## src/rtl/wddl_aes_round_ctrl.sv

```systemverilog
// Round sequencer for a WDDL (dual-rail) AES datapath: fetches round keys, drives dual-rail text/key rails.
// Optional precharge phase after every LOAD/EVAL is enabled by defining WDDL_AES_PRECHARGE_EN.
module wddl_aes_round_ctrl #(
    parameter int NR = 10
) (
    input  logic         clk,
    input  logic         rst,
    input  logic         start,
    output logic         ready,
    input  logic [127:0] text_in,
    output logic         key_req,
    output logic [3:0]   key_rnd,
    input  logic         key_vld,
    input  logic [127:0] key_w,
    output logic         ld_r,
    output logic [127:0] text_in_r,
    output logic [127:0] text_in_r_n,
    output logic [127:0] w_r,
    output logic [127:0] w_r_n,
    output logic         pre_r,
    input  logic [127:0] sa_q,
    input  logic [127:0] sa_q_n,
    output logic [127:0] text_out,
    output logic         done,
    output logic         rail_err
);

    localparam logic [3:0] NR_L = 4'(NR);

    typedef enum logic [2:0] {
        S_IDLE,
        S_KEY,
        S_LOAD,
        S_EVAL,
        S_PRE,
        S_DONE
    } state_t;

    state_t       state, state_nxt;
    logic [3:0]   rnd;
    logic [127:0] text_q;
`ifdef WDDL_AES_PRECHARGE_EN
    logic         fin_q;   // last EVAL seen; PRE exits to DONE instead of KEY
`endif

    always_ff @(posedge clk or posedge rst) begin
        if (rst) state <= S_IDLE;
        // NOTE: sequential state uses non-blocking assignments so every flop samples pre-edge values.
        else     state <= state_nxt;
    end

    always_comb begin
        // NOTE: default first so no path through the case leaves state_nxt unassigned (no latch).
        state_nxt = state;
        unique case (state)
            S_IDLE: if (start) state_nxt = S_KEY;
            S_KEY:  if (key_vld) state_nxt = (rnd == 4'd0) ? S_LOAD : S_EVAL;
`ifdef WDDL_AES_PRECHARGE_EN
            S_LOAD: state_nxt = S_PRE;
            S_EVAL: state_nxt = S_PRE;
            S_PRE:  state_nxt = fin_q ? S_DONE : S_KEY;
`else
            S_LOAD: state_nxt = S_KEY;
            S_EVAL: state_nxt = (rnd == NR_L) ? S_DONE : S_KEY;
            S_PRE:  state_nxt = S_IDLE;
`endif
            S_DONE: state_nxt = S_IDLE;
            default: state_nxt = S_IDLE;
        endcase
    end

    always_ff @(posedge clk or posedge rst) begin
        if (rst) begin
            rnd      <= '0;
            text_q   <= '0;
            text_out <= '0;
            rail_err <= 1'b0;
`ifdef WDDL_AES_PRECHARGE_EN
            fin_q    <= 1'b0;
`endif
        end else begin
            unique case (state)
                S_IDLE: if (start) begin
                    text_q   <= text_in;
                    rnd      <= '0;
                    rail_err <= 1'b0;
`ifdef WDDL_AES_PRECHARGE_EN
                    fin_q    <= 1'b0;
`endif
                end
                S_LOAD: rnd <= rnd + 4'd1;
                S_EVAL: begin
                    if (rnd != NR_L) rnd <= rnd + 4'd1;
`ifdef WDDL_AES_PRECHARGE_EN
                    else             fin_q <= 1'b1;
`endif
                end
                S_DONE: begin
                    text_out <= sa_q;
                    // every bit pair must be complementary; any equal pair flags a fault
                    rail_err <= ((sa_q ^ sa_q_n) != {128{1'b1}});
                end
                default: ;
            endcase
        end
    end

    // Rails are registered on the KEY->LOAD/EVAL edge so they are valid during LOAD/EVAL.
    always_ff @(posedge clk or posedge rst) begin
        if (rst) begin
            text_in_r   <= '0;
            text_in_r_n <= '0;
            w_r         <= '0;
            w_r_n       <= '0;
        end else if (state == S_KEY && key_vld) begin
            w_r   <= key_w;
            w_r_n <= ~key_w;
            if (rnd == 4'd0) begin
                text_in_r   <= text_q;
                text_in_r_n <= ~text_q;
            end
        end
`ifdef WDDL_AES_PRECHARGE_EN
        else if (state == S_LOAD || state == S_EVAL) begin
            text_in_r   <= '0;
            text_in_r_n <= '0;
            w_r         <= '0;
            w_r_n       <= '0;
        end
`endif
    end

    assign ready   = (state == S_IDLE);
    assign key_req = (state == S_KEY);
    assign key_rnd = rnd;
    assign ld_r    = (state == S_LOAD);
    assign done    = (state == S_DONE);
`ifdef WDDL_AES_PRECHARGE_EN
    assign pre_r   = (state == S_PRE);
`else
    assign pre_r   = 1'b0;
`endif

endmodule

```

## config.mk

```make
export PLATFORM = sky130hd
export DESIGN_NAME = wddl_aes_round_ctrl
export DESIGN_NICKNAME = d
export VERILOG_FILES = /design/src/rtl/wddl_aes_round_ctrl.sv
export SDC_FILE = /design/constraint.sdc
export NUM_CORES = 2
export LEC_CHECK = 0
export CORE_AREA = 2 2 460 462
export DETAILED_ROUTE_END_ITERATION = 16
export DIE_AREA = 0 0 462 464
export PLACE_DENSITY = 0.44
export SLEW_MARGIN = 15
export SYNTH_ARGS = -nofsm -noshare
export SYNTH_HDL_FRONTEND = slang
export SYNTH_SLANG_ARGS = --single-unit
```

## constraint.sdc

```tcl
create_clock -name clk -period 37.3 [get_ports clk]
set_clock_uncertainty 0.15 [all_clocks]
set_input_delay 5.595 -clock clk [delete_from_list [all_inputs] [get_ports clk]]
set_output_delay 5.595 -clock clk [all_outputs]
set_load 0.02 [all_outputs]
```

==> Yosys cells after proc, flatten, opt, wreduce, memory -nomap -nowiden <==
Index checks and enable logic that the tools add are counted.
{ "word_totals": {"reg_bits": 776, "out_inout_bits": 650, "in_bits": 516, "word_cells": 43} }
{ "op_classes": {"bitwise": 3, "eq_ne": 10, "n_addsub": 1, "n_reduce_logical": 10, "muxes": 10} }
{ "ops": {"columns": ["op", "n"], "rows": [
  ["inverter 128 bit", 2],
  ["!= test 128 bit, second input constant", 1],
  ["XOR 128 bit", 1],
  ["one-hot mux 3 bit (4 select lines)", 1],
  ["one-hot mux 4 bit (3 select lines)", 1],
  ["2-to-1 mux 3 bit", 3],
  ["2-to-1 mux 4 bit", 2],
  ["AND reduction 2 bit", 4],
  ["equality test 3 x 2 -> 1 bit, second input constant", 2],
  ["adder 4 x 1 -> 4 bit, second input constant", 1],
  ["equality test 4 bit, second input constant", 1],
  ["logical NOT 4 bit", 1],
  ["!= test 2 bit, second input constant", 2],
  ["!= test 4 bit, second input constant", 1],
  ["equality test 3 x 1 -> 1 bit, second input constant", 1],
  ["equality test 3 bit, second input constant", 1],
  ["logical NOT 3 bit", 1],
  ["AND reduction 3 bit", 1],
  ["nonzero test 3 bit", 1],
  ["2-to-1 mux 1 bit", 2],
  ["!= test 2 x 1 -> 1 bit, second input constant", 1],
  ["one-hot mux 1 bit (2 select lines)", 1],
  ["nonzero test 2 bit", 1],
  ["logical AND 1 bit", 1]
]} }

==> Depth between registers and ports, before layout <==
{ "depth": {"depth_word": 4, "mapped_depth": 9, "mapped_depth_nobuf": 7} }

==> Worst setup path before layout <==
OpenSTA, ideal clock, no wires.
{ "synth_timing": {"path_kind": "reg2out", "from": "register state[1]", "to": "output port done", "n_path_buf": 1, "required_time_ns": 31.555, "path_slack_ns": 30.423, "arrival_ns": 1.132, "path_stages_with_launch": 4, "cell_sequence": "dfrtp_1 > nand3b_1 > inv_1 > clkbuf_1"} }
{ "synth_between": {"elab_chain_cells": 1} }
{ "synth_rtl": {"columns": ["element", "line", "rtl"], "rows": [
  ["start, declared", "39", "state_t state, state_nxt;"],
  ["start signal, assigned", "49", "else state <= state_nxt;"],
  ["equality test 3 bit", "137", "assign done = (state == S_DONE);"],
  ["end, declared", "24", "output logic done,"]
]} }
No other way between the ends.

==> impl_metrics.csv <==
group,metric,value,unit
run_status,status,"finished clean",
final_layout,drive_gt1_frac,0.04356,
die,die_h,464,um
clock_tree,h-tree-depth,3,
clock_tree,cts_tree,"done",
clock_tree,cts_buffers,94,
critical_path,crit_path_start_kind,"primary input",
logic_synthesis,yosys_warnings,0,
sta,drv_slew,0,
sta,setup_tns,0,ns
final_layout,n_fill_cell,22949,
critical_path,critical-path-slowest-cell,"buf_4",
die,core-area,0.2092,sq mm
logic_synthesis,synth.yosys.seq_area_share,0.6521,
placement,gp_congestion,0.8700,
sta,hold_viol,0,
final_layout,fin_nets,4806,
global_route,track_usage,0.1379,
logic_synthesis,syn_avg_cell_area,9.415,sq um
detailed_routing,num_vias,25660,
sta,max_freq,0.09906,GHz
detailed_routing,drt_iter0_drc,1341,
detailed_routing,dr_wl_met2,77440,um
sta,setup_violations,0,
critical_path,cp_max_fo,75,
final_layout,synthToLayoutAreaGrowth,60.19,%
clock_tree,clkSlewWorstSetupHoldPaths,0.06,ns
die,initial_core_util,0.1424,
sta,worst_slew_pin_slew,1.158,ns
pwr,ir_drop,0.04458,mV
critical_path,cpPeakStageDelay,0.86,ns
detailed_routing,wire_per_inst,21.27,um
die,die_x,462,um
critical_path,crit_type,"in -> async",
clock_tree,post_cts_buffers,0,
placement,dp_hpwl,120500,um
sta,rsz0062_at_grt,"false",
placement,post-place-ws,26.13,ns
critical_path,path_common_cell,"buf_4",
die,num_io_pins,1166,
clock_tree,clk_latency,0.73,ns
global_route,antenna_found_initial,40,
detailed_routing,wl_met1,56060,um
logic_synthesis,synth.net_count,3682,
die,die-area,0.2144,sq mm
global_route,grt-ovfl-total,0,
detailed_routing,ant_nets,0,
clock_tree,ctsHoldBuffers,0,
clock_tree,clk_root_buffer_cell,"clkbuf_16",
placement,port_buffers,1164,
pwr,p_leak,21.22,nW
critical_path,crit_chain,"clkdlybuf4s50_1, inv_8, buf_4, buf_4, buf_4, buf_4, buf_4",
global_route,grt_pass1_wl,208100,um
sta,finalWorstSetupSlack,27.21,ns
detailed_routing,highest_layer,"met5",
logic_synthesis,synth_cell_types,34,
final_layout,mostFrequentLayoutCell,"nand2_1",
logic_synthesis,ys_seq_elements,776,
worst_hold_path,min_path_type,"reg -> reg",
sta,period_share,0.2706,
critical_path,required,37.86,ns
clock_tree,clockBufferDepth,3,
detailed_routing,dr.pass1.iters,5,
global_route,grt_pass1_vias,26118,
logic_synthesis,synthCells,3163,
detailed_routing,routed_via_density,3.573,
clock_tree,post_cts_resized,0,
sta,slew_headroom,0.2278,
pwr,pwr_density_cell,91.32,mW/mm^2
global_route,grt_max_degree,174,
sta,min_period,10.09,ns
sta,hold-worst-slack,0.3104,ns
critical_path,endpoint_kind,"asynchronous set/reset pin",
die,num_rows,168,
detailed_routing,drt_wl_total,152800,um
detailed_routing,drc,0,
detailed_routing,wl_met3,14010,um
clock_tree,cts.sinks,776,
run,max-cap-violations,0,
critical_path,cp.arrival,10.66,ns
logic_synthesis,synthesis.area,0.02978,sq mm
final_layout,mostFrequentLayoutCells,"1756 x nand2_1, 1164 x clkdlybuf4s50_1, 776 x dfrtp_1",
-- cell families (layout without fill, tap and decap cells) --
group           Yosys count  after routing  synth area share
xor+xnor                128            128           0.03765
fa+ha+maj                 3              3          0.001261
flops                   776            776            0.6521
other cells               1             15         0.0001259
simple gates           1820           1820            0.2348
buf+inv                 171           1370           0.02596
compound gates          264            264           0.04811
-- cell usage after synthesis --
cell type | count | area share
nand2_4 | 1 | 0.00038
a21oi_1 | 1 | 0.00017
buf_1 | 2 | 0.00025
o21a_1 | 39 | 0.0098
inv_2 | 1 | 0.00013
a31oi_1 | 2 | 0.00042
xor2_1 | 6 | 0.0018
inv_1 | 4 | 0.00050
nor2_1 | 8 | 0.0010
nor3b_2 | 1 | 0.00042
and3_1 | 1 | 0.00021
nor3_1 | 3 | 0.00050
buf_4 | 7 | 0.0018
nand3b_1 | 1 | 0.00025
nand2b_1 | 1 | 0.00021
xnor2_1 | 122 | 0.036
dfrtp_1 | 776 | 0.65
o2bb2ai_1 | 3 | 0.00088
clkbuf_1 | 78 | 0.0098
conb_1 | 1 | 0.00013
o21ai_0 | 187 | 0.031
and2_1 | 1 | 0.00021
nand4_1 | 9 | 0.0019
buf_2 | 78 | 0.013
nor2b_1 | 1 | 0.00021
nor3b_4 | 1 | 0.00063
nor4_1 | 32 | 0.0067
o21ai_1 | 32 | 0.0054
and4b_1 | 1 | 0.00034
nand2_1 | 1757 | 0.22
buf_6 | 1 | 0.00038
ha_1 | 3 | 0.0013
nand3_1 | 1 | 0.00017
nand2_2 | 1 | 0.00021
-- metrics by stage --
stage | utilization | area [sq um] | power, mW | std cells
detailed placement | 0.2128 | 44500 | 3.472 | 6996
global placement | 0.2128 | 44500 | 3.453 | 6996
finish | 0.2281 | 47700 | 4.356 | 7181
CTS | 0.2279 | 47670 | 4.456 | 7167
global route | 0.2279 | 47680 | 4.624 | 7170
floorplan | - | 29780 | 2.319 | 3163
-- sequential cells by signal, summed over array words and instances (netlist names) --
register	count
state	3
key_rnd	4
rail_err	1
text_out	128
w_r_n	128
w_r	128
text_in_r	128
text_in_r_n	128
text_q	128
-- critical path, delay by kind of cell --
| kind | cells | cell delay (ns) |
|---|---|---|
| buf+inv | 7 | 4.83 |
-- routing by layer --
metal	GRT usage	vias to the layer above
li1	-	12140
met1	0.1458	12341
met2	0.2464	962
met3	0.05221	189
met4	0.05060	28
met5	0	-
-- final cells by class --
class | count | area (sq um) | area share
flip-flops and latches | 776 | 19420 | 0.4071
repair buffers | 1194 | 11900 | 0.2495
multi-input cells | 2216 | 9638 | 0.2020
well taps | 2805 | 3510 | 0.07357
clock buffers | 132 | 2645 | 0.05545
clock inverters | 39 | 524.3 | 0.01099
diodes | 14 | 35.03 | 0.0007344
inverters | 5 | 31.28 | 0.0006557
-- path summary, 6_finish.rpt --
check                      startpoint         endpoint  slack, ns  depth (start not counted)
setup / recovery                  rst    text_in_r[62]      27.21                          7
hold / removal             text_q[18]  text_in_r_n[18]       0.31                          1
setup reg to reg             state[0]       text_q[45]      33.70                          6
hold reg to reg            text_q[18]  text_in_r_n[18]       0.31                          1
max in group clk             state[1]             done      28.36                          4
min in group asynchronous         rst    text_out[119]       5.19                          2
-- where the power goes --
part	switching, mW	internal, mW
logic	1.13	0.788
registers	0.245	1.24
clock network	0.397	0.554
total	1.78	2.58
Power figures use the tool's default switching activity.
